`src/rtl/channel_rr_arbiter.sv`:
```
// Round-robin channel arbiter for 8 IDs with bounded tenure,
// registered grant outputs and a one-cycle turnaround gap.
module channel_rr_arbiter #(
  parameter int N_CH     = 8,
  parameter int ID_W     = 3,
  parameter int MAX_HOLD = 16
) (
  input  logic            clk,
  input  logic            rst,
  input  logic [N_CH-1:0] req,
  output logic            grant_valid,
  output logic [N_CH-1:0] grant_onehot,
  output logic [ID_W-1:0] grant_id,
  output logic            preempt,
  output logic            busy
);

  typedef enum logic [1:0] {
    IDLE,
    GRANT,
    GAP
  } state_t;

  localparam int HL = (MAX_HOLD > 0) ? MAX_HOLD - 1 : 0;
  localparam logic [7:0] HOLD_LIM = 8'(HL);
  localparam logic [N_CH-1:0] ONE = N_CH'(1);

  state_t          state;
  state_t          state_n;
  logic [ID_W-1:0] ptr;
  logic [ID_W-1:0] ptr_n;
  logic [7:0]      hold_cnt;
  logic [7:0]      hold_n;
  logic [ID_W-1:0] id_n;
  logic            pre_n;
  logic            gv_n;
  logic [N_CH-1:0] oh_n;
  logic            busy_n;

  logic [ID_W-1:0] win;
  logic [ID_W-1:0] idx;
  logic            win_ok;
  logic            rel;
  logic            others;
  logic            hold_hit;

  // Scan from the farthest offset down so the nearest requester wins.
  always_comb begin
    win    = ptr;
    idx    = ptr;
    win_ok = 1'b0;
    for (int k = N_CH - 1; k >= 0; k--) begin
      idx = ptr + k[ID_W-1:0];
      if (req[idx]) begin
        win    = idx;
        win_ok = 1'b1;
      end
    end
  end

  assign rel      = !req[grant_id];
  assign others   = |(req & ~grant_onehot);
  assign hold_hit = (MAX_HOLD != 0) && (hold_cnt >= HOLD_LIM);

  always_ff @(posedge clk) begin
    if (rst) begin
      state        <= IDLE;
      ptr          <= '0;
      hold_cnt     <= '0;
      grant_valid  <= 1'b0;
      grant_onehot <= '0;
      grant_id     <= '0;
      preempt      <= 1'b0;
      busy         <= 1'b0;
    end else begin
      state        <= state_n;
      ptr          <= ptr_n;
      hold_cnt     <= hold_n;
      grant_valid  <= gv_n;
      grant_onehot <= oh_n;
      grant_id     <= id_n;
      preempt      <= pre_n;
      busy         <= busy_n;
    end
  end

  always_comb begin
    state_n = state;
    ptr_n   = ptr;
    hold_n  = hold_cnt;
    id_n    = grant_id;
    pre_n   = 1'b0;
    unique case (state)
      IDLE: begin
        if (win_ok) begin
          state_n = GRANT;
          id_n    = win;
          hold_n  = '0;
        end
      end
      GRANT: begin
        if (rel) begin
          state_n = GAP;
          ptr_n   = grant_id + 1'b1;
        end else if (hold_hit && others) begin
          state_n = GAP;
          ptr_n   = grant_id + 1'b1;
          pre_n   = 1'b1;
        end else if (hold_cnt != 8'hFF) begin
          hold_n = hold_cnt + 8'd1;
        end
      end
      GAP: begin
        if (win_ok) begin
          state_n = GRANT;
          id_n    = win;
          hold_n  = '0;
        end else begin
          state_n = IDLE;
        end
      end
      default: state_n = IDLE;
    endcase
  end

  always_comb begin
    gv_n   = (state_n == GRANT);
    oh_n   = gv_n ? (ONE << id_n) : '0;
    busy_n = (state_n != IDLE);
  end

endmodule

```
`config.mk`:
```
export PLATFORM = sky130hd
export DESIGN_NAME = channel_rr_arbiter
export DESIGN_NICKNAME = d
export VERILOG_FILES = /design/src/rtl/channel_rr_arbiter.sv
export SDC_FILE = /design/constraint.sdc
export NUM_CORES = 1
export LEC_CHECK = 0
export ABC_AREA = 1
export CORE_ASPECT_RATIO = 0.6
export CORE_MARGIN = 4
export CORE_UTILIZATION = 60
export DETAILED_ROUTE_END_ITERATION = 7
export PLACE_DENSITY = 0.93
export SKIP_LAST_GASP = 1
export SLEW_MARGIN = 40
export SYNTH_ARGS = -nofsm -noshare
export SYNTH_HDL_FRONTEND = slang
export SYNTH_SLANG_ARGS = --single-unit
export TNS_END_PERCENT = 30
```
`constraint.sdc`:
```
create_clock -name clk -period 4.1 [get_ports clk]
set_clock_uncertainty 0.15 [all_clocks]
set_input_delay 0.82 -clock clk [delete_from_list [all_inputs] [get_ports clk]]
set_output_delay 0.82 -clock clk [all_outputs]
set_load 0.01 [all_outputs]
```
Word-level counts from Yosys, hierarchy flattened
Index checks and enable logic that the tools add are counted.
- logic and storage cells: 101
- input port bits: 10
- flip-flop bits (word level): 27
- output and inout port bits: 14
- eq/ne operators: 9
- $lt $le $gt $ge: 10
- shift operators: 1
- multiplexer cells: 49
- $add $sub $neg: 9
- bitwise operators: 5
- reduce and logical (&&, ||, !) cells: 10
- operator list (cell ; number):
    3-bit by 4-bit < comparator with 1-bit output (second input constant) ; 9
    3-bit two-way mux ; 12
    8-bit two-way mux ; 4
    1-bit binary-select mux with 3-bit select ; 9
    1-bit two-way mux ; 19
    8-bit one-hot mux with 2 select lines ; 1
    3-bit adder (second input constant) ; 4
    8-bit by 1-bit adder with 8-bit output (second input constant) ; 1
    8-bit AND ; 1
    8-bit by 4-bit greater-or-equal comparator with 1-bit output (second input constant) ; 1
    8-bit != test (second input constant) ; 1
    8-bit NOT ; 1
    8-bit OR reduction ; 1
    1-bit by 3-bit left shift with 8-bit output (first input constant) ; 1
    3-bit by 1-bit adder with 3-bit output (second input constant) ; 2
    3-bit by 2-bit adder with 3-bit output (second input constant) ; 2
    2-bit two-way mux ; 3
    2-bit != test (second input constant) ; 3
    2-bit one-hot mux with 3 select lines ; 1
    5-bit AND reduction ; 1
    2-bit by 1-bit equality test with 1-bit output (second input constant) ; 2
    2-bit by 1-bit != test with 1-bit output (second input constant) ; 2
    2-bit nonzero test ; 2
    2-bit OR reduction ; 2
    other kinds (6) ; 8

Logic depth before layout (Yosys ltp)
Gate-level depths: netlist of the first run.
- depth in word-level cells: 16
- gate-level depth with buffers: 21
- depth with buffers taken out: 18

Least setup slack after synthesis of the first run
Ideal clock, no wire load.
- path kind: flip-flop to flip-flop
- start point: reg ptr[1]
- end point: reg grant_onehot[6]
- buffers on the path: 3
- setup time: 0.113 ns
- arrival time: 2.250 ns
- path slack: 1.587 ns
- cell stages (with the launch flop): 18
- clock period less this slack: 2.513 ns
- cell sequence: dfxtp_1 inv_2 buf_6 ha_1 buf_2 inv_2 nand3_1 nand3_1 nand2_2 nor2_1 nand3_2 o21ai_2 buf_6 a21oi_1 nand2_1 nand2_1 nand2_1 nor2_1
- longest elaborated chain between the ends: 16
- RTL lines (item ; RTL line ; text):
    from (decl) ; 30 ; logic [ID_W-1:0] ptr;
    from (signal assigned) ; 77 ; ptr <= ptr_n;
    3-bit adder ; 53 ; idx = ptr + k[ID_W-1:0];
    1-bit binary-select mux with 3-bit select ; 54 ; if (req[idx]) begin
    1-bit two-way mux (implied by the code) ; 54 ;
    1-bit two-way mux (8 in series) ; 54 ;
    1-bit two-way mux or 2-bit two-way mux (tied branches) ; 114, 95 ;
    2-bit one-hot mux with 3 select lines ; 93 ; unique case (state)
    2-bit by 1-bit equality test with 1-bit output ; 127 ; gv_n = (state_n == GRANT);
    1-bit NOT (no line) ; - ;
    2-bit OR reduction (no line) ; - ;
    to (signal assigned) ; 80 ; grant_onehot <= oh_n;
    to (decl) ; 12 ; output logic [N_CH-1:0] grant_onehot,
Several ways; a longest one is shown, not always the timed one. The select of a mux whose other input is x is not followed.
A chain may end at the register's enable or synchronous reset.

Final worst setup path of the first run
- start point: reg ptr[1]
- end point: reg hold_cnt[3]
- longest elaborated chain between the ends: 13
- RTL lines (item ; RTL line ; text):
    3-bit adder ; 53 ;
    1-bit binary-select mux with 3-bit select ; 54 ;
    1-bit two-way mux (implied by the code) ; 54 ;
    1-bit two-way mux (7 in series) ; 54 ;
    1-bit two-way mux * ; 54 ;
    2-bit by 1-bit != test with 1-bit output (no line) * ; - ;
    5-bit AND reduction (no line) * ; - ;
    to (signal assigned) ; 78 ; hold_cnt <= hold_n;
    to (decl) ; 32 ; logic [7:0] hold_cnt;
Mark *: on every way between the ends. The rest lies on a longest branch, timed or not. The select of a mux whose other input is x is not followed.

==> flow_summary.json, run 1 <==
{
  "outcome": "completed",
  "ff2ff_path_depth": 14,
  "min_to": "hold_cnt[4]",
  "drc": 0,
  "synth_compound_area_share_pct": 14.5,
  "grt_usage_pct": 26.9,
  "die_x_um": 81.6,
  "cp.required_ps": 4090,
  "seq_area_um2": 541,
  "postRouteAntennaNets": 0,
  "r2r_slack_ps": 710,
  "crit_arrival_ps": 3390,
  "multi_input_area_um2": 1220,
  "drt-initial-drc-count": 233,
  "synth_top_family_by_area": "simple AND/OR/NAND/NOR gates",
  "firstDrtPassIters": 5,
  "fmax_mhz": 295,
  "cts_made_buffers": 3,
  "path_max_fanout": 12,
  "final_cell_mix": "nand2_1, nor2_1, nand3_1",
  "num_rows": 15,
  "tritoncts": "built",
  "wire_per_inst_um": 14.4,
  "grt_pass1_wl_mm": 8.66,
  "stdcell_area_um2": 2220,
  "area.growth.synth_to_final_pct": 13.9,
  "rsz0062_at_grt": "false",
  "diodes": 0,
  "io_buffers": 23,
  "critPathCaptureType": "register",
  "clk_latency_ps": 280,
  "hold_start": "state[0]",
  "ys_seq_elements": 27,
  "post_cts_buffers": 0,
  "die-height_um": 52.1,
  "yosysWarnings": 0,
  "crit_path_start_kind": "register",
  "globalplace.congestion": 0.988,
  "hold_path_depth": 2,
  "worstHoldPathType": "register to register",
  "hold_ws_ps": 361,
  "powerDensity_nw_per_um2": 873,
  "root_buffer": "clkbuf_8",
  "clk_path_buf_depth": 2,
  "num_io_pins": 24,
  "muxShareOfSynthArea_pct": 0,
  "final_nets": 329,
  "via_per_inst": 5.76,
  "vias": 2049,
  "r2r-start": "ptr[1]",
  "ys_types": 33,
  "die_area_um2": 4250,
  "r2r-end": "hold_cnt[3]",
  "fillers": 226,
  "fin_crit_ps": 3390,
  "leakage_nw": 0.996,
  "drive_gt1_share_pct": 15.0,
  "core_area_um2": 2980,
  "grt_max_degree": 17,
  "fin_setup_tns_ps": 0,
  "slew_viol_final": 0,
  "place_hpwl_mm": 4.09,
  "peakVddDrop_mv": 0.440,
  "initial_core_util_pct": 65.3,
  "clk_pin_slew_ps": 80,
  "path_class": "register to register",
  "wirelength_mm": 5.13,
  "setup_viol": 0,
  "grt.overflow.total": 0,
  "synth_simple_gate_area_share_pct": 41.9,
  "final_common_cell": "nand2_1",
  "hold_viol_final": 0,
  "grt_antenna_before_repair": 0,
  "synth_xor_area_share_pct": 3.60,
  "post_cts_resized": 0,
  "syn_area_um2": 1950,
  "fin_crit_sh_pct": 82.8,
  "syn_inst": 294,
  "seq_area_frac_synth_pct": 27.7,
  "cts_hold_buf": 0,
  "max_slew_margin_pct": 60.8,
  "synth_fp_nets": 308,
  "cts.sinks": 27,
  "max-cap-violations": 0,
  "grt_pass1_vias": 1757,
  "postSynthAreaPerCell_um2": 6.63,
  "yosys.area_share.adder_pct": 2.57,
  "dpl_cell_area_um2": 2170,
  "tightest_slew_ps": 588,
  "h-tree-depth": 1
}
## cells by family after synthesis
kind of cell / after synthesis
flip-flops: 27
AO/OA/AOI/OAI: 47
buffers and inverters: 41
AND/OR/NAND/NOR: 167
adder cells (fa/ha/maj): 4
XOR/XNOR: 8
## critical path, stage by stage (launching register included)
cell	delay, ps
dfxtp_1	580
inv_2	230
ha_1	460
inv_2	150
nand3_1	110
nand3_1	150
nand2_2	100
nor2_1	170
nand3_2	110
o21ai_2	480
nand2_1	130
nand2_2	190
inv_2	110
nand2_1	70
a21oi_1	70
## how the worst max path moves through the flow
| stage | to | startpoint | cells past startpoint |
|---|---|---|---|
| floorplan | grant_onehot[6] | ptr[1] | 17 |
| global placement | hold_cnt[4] | req[2] | 13 |
| detailed placement | hold_cnt[4] | req[2] | 13 |
| CTS | hold_cnt[4] | ptr[0] | 14 |
| global route | hold_cnt[1] | ptr[0] | 14 |
| finish | hold_cnt[3] | ptr[1] | 14 |
## power breakdown
part           switching, W  internal (W)
logic              0.000890      0.000473
registers         0.0000943      0.000329
clock network     0.0000807     0.0000691
total               0.00107      0.000871
## flip-flops by register name, indices dropped and copies added (netlist names)
signal        cells
busy              1
grant_id          3
grant_onehot      8
grant_valid       1
hold_cnt          8
preempt           1
ptr               3
state             2
## metrics by stage
stage,utilization [%],setup slack (ps),power (W),std cells
2_1_floorplan,-,1590,0.00146,294
5_1_grt,74.3,452,0.00211,356
6_report,74.3,706,0.00194,356
3_3_place_gp,72.7,799,0.00172,352
4_1_cts,74.3,807,0.00190,356
3_5_place_dp,72.7,698,0.00174,352
## cells in the mapped netlist
library cell | instances | area [um2]
a21oi_1 | 21 | 105
a21oi_2 | 1 | 8.76
a31oi_1 | 2 | 12.5
and2_4 | 1 | 8.76
and3_1 | 1 | 6.26
buf_2 | 1 | 5.00
buf_4 | 1 | 7.51
buf_6 | 4 | 45.0
clkbuf_1 | 1 | 3.75
dfxtp_1 | 27 | 541
ha_1 | 4 | 50.1
inv_1 | 26 | 97.6
inv_2 | 8 | 30.0
nand2_1 | 72 | 270
nand2_2 | 13 | 81.3
nand2_4 | 5 | 56.3
nand3_1 | 29 | 145
nand3_2 | 9 | 90.1
nand4_1 | 1 | 6.26
nor2_1 | 30 | 113
nor2_4 | 1 | 11.3
nor3_1 | 4 | 20.0
nor3b_1 | 1 | 7.51
o211ai_1 | 2 | 15.0
o211ai_2 | 2 | 25.0
o21ai_0 | 10 | 50.1
o21ai_1 | 1 | 5.00
o21ai_2 | 3 | 26.3
o21bai_1 | 1 | 7.51
o22ai_1 | 3 | 18.8
o41ai_1 | 1 | 8.76
xnor2_1 | 4 | 35.0
xor2_1 | 4 | 35.0
## per-layer routing
layer / up-vias / wire length [um] / global-route usage (%)
met5: - / 0 / 0
met4: 0 / 54 / 5.62
met3: 10 / 733 / 6.92
met2: 146 / 1950 / 36.1
met1: 889 / 2400 / 41.8
li1: 1004 / - / -
## area by class of cell
cell class              instances  area share [%]
multi-input cells             226            54.9
flip-flops and latches         27            24.4
repair buffers                 23            10.4
inverters                      34            5.75
well taps                      42            2.37
clock buffers                   3            1.86
clock inverters                 1           0.338
Note: power is estimated with default switching activity, not from simulation.
==> inputs of run 2 (changes only) <==
- CORE_UTILIZATION: 60 -> 56
- PLACE_DENSITY: 0.93 -> 0.88
- clock period: 4.1 -> 3.5 ns (I/O delays scaled with it)
==> run 2 against run 1 <==
  * Final cell count up 2.0%
  * Hold slack gained 12 ps
  * Largest cell class unchanged
  * Sequential cell count stayed put
  * First-iteration DRC count up 1.3%
  * Highest routed layer unchanged
  * Fmax up 13%
  * Setup slack got worse by 220 ps
==> flow_summary.json, run 2 (synthesis gave the netlist of run 1 again) <==
{
  "grt_pass1_vias": 1703,
  "power.switching_w": 0.00127,
  "clk_path_buf_depth": 2,
  "crit_arrival_ps": 3040,
  "clk_pin_slew_ps": 90,
  "dpl_cell_area_um2": 2200,
  "cts_hold_buf": 0,
  "postRouteAntennaNets": 0,
  "max-cap-violations": 0,
  "leakage_nw": 1.02,
  "drive_gt1_share_pct": 16.0,
  "grt_pass1_wl_mm": 8.42,
  "cpPeakStageDelay_ps": 590,
  "grt.overflow.total": 0,
  "crit_chain": "inv_2 -> ha_1 -> inv_2 -> nand3_1 -> nand3_1 -> nand2_1 -> nor2_1 -> nand2_1 -> o21ai_2 -> buf_4 -> a21oi_2 -> nand2_1 -> nand2_1 -> nand2_2 -> nor2_1",
  "stdcell_area_um2": 2250,
  "post_cts_buffers": 0,
  "firstDrtPassIters": 5,
  "grt_usage_pct": 24.4,
  "clk_latency_ps": 270,
  "powerDensity_nw_per_um2": 1030,
  "num_io_pins": 24,
  "globalplace.congestion": 1.09,
  "fmax_mhz": 332,
  "cts_made_buffers": 3,
  "io_buffers": 23,
  "hold_ws_ps": 373,
  "die_area_um2": 4520,
  "fin_crit_sh_pct": 86.0,
  "hold_viol_final": 0,
  "peakVddDrop_mv": 0.569,
  "diodes": 0,
  "fin_setup_tns_ps": 0,
  "drt-initial-drc-count": 236,
  "tritoncts": "built",
  "fin_util_pct": 68.2,
  "reg_top3": "grant_onehot (8), hold_cnt (8)",
  "crit_path_frequent_cell": "nand2_1",
  "area.growth.synth_to_final_pct": 15.6,
  "slowest_stage": "dfxtp_1",
  "rsz0062_at_grt": "false",
  "tightest_slew_ps": 585,
  "num_rows": 16,
  "path_max_fanout": 11,
  "root_buffer": "clkbuf_8",
  "core_area_um2": 3300,
  "grt_antenna_before_repair": 0,
  "initial_core_util_pct": 59.0,
  "pre_cts_slack_ps": 418,
  "die_x_um": 84.1,
  "place_hpwl_mm": 4.21,
  "crit_path_start_kind": "register",
  "fin_crit_ps": 3010,
  "via_per_inst": 5.64,
  "p_clk_share_pct": 7.7,
  "critPathCaptureType": "register",
  "vias": 2046,
  "path_class": "register to register",
  "final_nets": 333,
  "slew_viol_final": 0,
  "sw_frac_of_total_pct": 55.0,
  "final_cell_mix": "nand2_1, nor2_1, nand3_1",
  "timing.final.ws_setup_ps": 489,
  "final_common_cell": "nand2_1",
  "grt_max_degree": 17,
  "worstHoldPathType": "register to register",
  "die-height_um": 53.7,
  "max_slew_margin_pct": 60.5,
  "power.share.sequential_pct": 20.4,
  "setup_viol": 0,
  "cts.sinks": 27,
  "drc": 0,
  "internal_power_w": 0.00104,
  "wire_per_inst_um": 14.7,
  "p_comb_share_pct": 71.9,
  "cp.required_ps": 3530,
  "wirelength_mm": 5.35,
  "fillers": 306,
  "post_cts_resized": 0,
  "outcome": "completed",
  "h-tree-depth": 1
}
## run 2: cell types whose count changed in the layout (fill, tap and decap cells not counted), sizes merged
cell and change:
buf +4
## run 2: worst paths after layout
kind | from | endpoint | slack (ps) | depth (start not counted)
max | ptr[0] | grant_onehot[2] | 490 | 15
min | state[0] | hold_cnt[4] | 370 | 2
max reg2reg | ptr[0] | grant_onehot[2] | 490 | 15
min reg2reg | state[0] | hold_cnt[4] | 370 | 2
## run 2: layout make-up
cell class / instances / area, um2 / share of cell area [%]
timing repair buffer: 27 / 260 / 11.6
clock inverter: 1 / 7.51 / 0.333
clock buffer: 3 / 41.3 / 1.83
sequential: 27 / 541 / 24.0
inverter: 34 / 128 / 5.67
multi-input combinational: 226 / 1220 / 54.1
tap: 45 / 56.3 / 2.50
## run 2: per-layer routing
layer	track usage, %	share of wire [%]
met3	8.41	14
met1	36.2	46
met4	5.35	0.99
met2	33.2	38
met5	0	0
## run 2: stage by stage
| stage | total power (W) | instances |
|---|---|---|
| 2_1_floorplan | 0.00171 | 294 |
| 5_1_grt | 0.00251 | 363 |
| 6_report | 0.00232 | 363 |
| 3_5_place_dp | 0.00208 | 359 |
| 3_3_place_gp | 0.00205 | 359 |
| 4_1_cts | 0.00227 | 363 |
## run 2: power by group through the flow
| stage | clock [W] | combinational (W) | sequential, W |
|---|---|---|---|
| floorplan | 0 | 0.00124 | 0.000467 |
| global placement | 0 | 0.00158 | 0.000472 |
| detailed placement | 0 | 0.00161 | 0.000473 |
| CTS | 0.000185 | 0.00161 | 0.000467 |
| global route | 0.000196 | 0.00183 | 0.000480 |
| finish | 0.000179 | 0.00166 | 0.000472 |
## run 2: critical path: cells and delay by family (launching register included)
family	cells	cell delay (ps)
DFF	1	590
buffers and inverters	3	460
and+or+nand+nor	9	960
AOI/OAI and AO/OA	2	300
adders and majority gates	1	440
==> inputs of run 3 (changes only) <==
- SETUP_SLACK_MARGIN: default -> 0.3
==> run 3 against run 2 <==
  * Register-to-register slack improved by 120 ps
  * Fmax grew 2.2%
  * Core utilization about the same
==> flow_summary.json, run 3 (synthesis gave the netlist of run 1 again) <==
{
  "drc": 0,
  "crit_arrival_ps": 2980,
  "root_buffer": "clkbuf_8",
  "clk_pin_slew_ps": 90,
  "initial_core_util_pct": 59.0,
  "leakage_nw": 1.02,
  "h-tree-depth": 1,
  "die-height_um": 53.7,
  "place_hpwl_mm": 4.21,
  "wirelength_mm": 5.28,
  "sw_frac_of_total_pct": 54.8,
  "clk_latency_ps": 270,
  "dp.cells": 359,
  "diodes": 0,
  "num_io_pins": 24,
  "internal_power_w": 0.00104,
  "max_slew_margin_pct": 62.4,
  "core_area_um2": 3300,
  "reg_top3": "grant_onehot (8), hold_cnt (8)",
  "via_per_inst": 5.64,
  "stdcell_count": 363,
  "grt_pass1_wl_mm": 8.42,
  "drive_gt1_share_pct": 16.4,
  "die_area_um2": 4520,
  "tritoncts": "built",
  "max-cap-violations": 0,
  "p_clk_share_pct": 7.8,
  "path_max_fanout": 8,
  "die_x_um": 84.1,
  "cts_hold_buf": 0,
  "hold_viol_final": 0,
  "powerDensity_nw_per_um2": 1020,
  "grt.overflow.total": 0,
  "io_buffers": 23,
  "fin_setup_tns_ps": 0,
  "dpl_cell_area_um2": 2200,
  "fin_crit_sh_pct": 84.2,
  "wire_per_inst_um": 14.6,
  "globalplace.congestion": 1.09,
  "grt_max_degree": 17,
  "power.switching_w": 0.00126,
  "num_rows": 16,
  "postRouteAntennaNets": 0,
  "stdcell_area_um2": 2250,
  "peakVddDrop_mv": 0.570,
  "drt-initial-drc-count": 198,
  "slew_viol_final": 0,
  "power.share.sequential_pct": 20.5,
  "crit_path_start_kind": "input port",
  "outcome": "completed",
  "grt_antenna_before_repair": 0,
  "p_comb_share_pct": 71.8,
  "rsz0062_at_grt": "false",
  "worstHoldPathType": "register to register",
  "final_cell_mix": "nand2_1, nor2_1, nand3_1",
  "area.growth.synth_to_final_pct": 15.7,
  "grt_usage_pct": 24.4,
  "final_common_cell": "nand2_1",
  "critPathCaptureType": "register",
  "vias": 2049,
  "cp.required_ps": 3540,
  "firstDrtPassIters": 5,
  "setup_viol": 0,
  "finalPower_w": 0.00231,
  "fin_crit_ps": 2950,
  "cts_made_buffers": 3,
  "tightest_slew_ps": 556,
  "hold_ws_ps": 372,
  "cts.sinks": 27,
  "fmax_mhz": 339,
  "final_nets": 333,
  "clk_path_buf_depth": 2,
  "path_class": "input port to register",
  "grt_pass1_vias": 1703
}
## run 3: cell types whose count changed in the layout (fill, tap and decap cells not counted)
cell     before  now
dfxtp_1      27   26
dfxtp_2       0    1
## run 3: area by class of cell
cell class              instances  area (um2)
multi-input cells             226        1220
flip-flops and latches         27         542
well taps                      45        56.3
clock buffers                   3        41.3
inverters                      34         128
repair buffers                 27         260
clock inverters                 1        7.51
fillers                       308        1050
## run 3: path summary, 6_finish.rpt
kind / from / depth (start not counted) / to / slack (ps)
min reg2reg: state[0] / 2 / hold_cnt[4] / 370
max reg2reg: ptr[1] / 15 / grant_onehot[2] / 610
max: req[5] / 11 / ptr[0] / 550
min: state[0] / 2 / hold_cnt[4] / 370
## run 3: layer usage
layer	wire length [um]	GRT usage, %	part of all wire (%)
met1	2440	36.2	46
met4	48	5.35	0.91
met2	2060	33.2	39
met5	0	0	0
met3	739	8.41	14
## run 3: metrics by stage
stage	setup WS, ps	util [%]
global route	401	68.2
global placement	468	66.7
floorplan	987	-
detailed placement	418	66.7
CTS	574	68.2
finish	553	68.2
## run 3: worst max-delay path, stage by stage
cell and delay (ps):
clkdlybuf4s50_1 550, inv_1 100, a21oi_1 130, o21ai_0 130, o21ai_0 110, inv_1 50
o21ai_0 330, nor2_1 110, nor2_1 430, o21ai_0 140, a21oi_1 200
## run 3: timing repair
item                                   in CTS  in global routing
endpoints found under the hold margin       0                  0
gates resized for setup                     0                  1
setup buffers                               0                  0
setup endpoints to repair                   0                 10
## run 3: power by group through the flow
| stage | registers (W) | logic, W | clock network (W) |
|---|---|---|---|
| floorplan | 0.000467 | 0.00124 | 0 |
| global placement | 0.000472 | 0.00158 | 0 |
| detailed placement | 0.000473 | 0.00161 | 0 |
| CTS | 0.000467 | 0.00161 | 0.000185 |
| global route | 0.000482 | 0.00183 | 0.000196 |
| finish | 0.000472 | 0.00166 | 0.000179 |
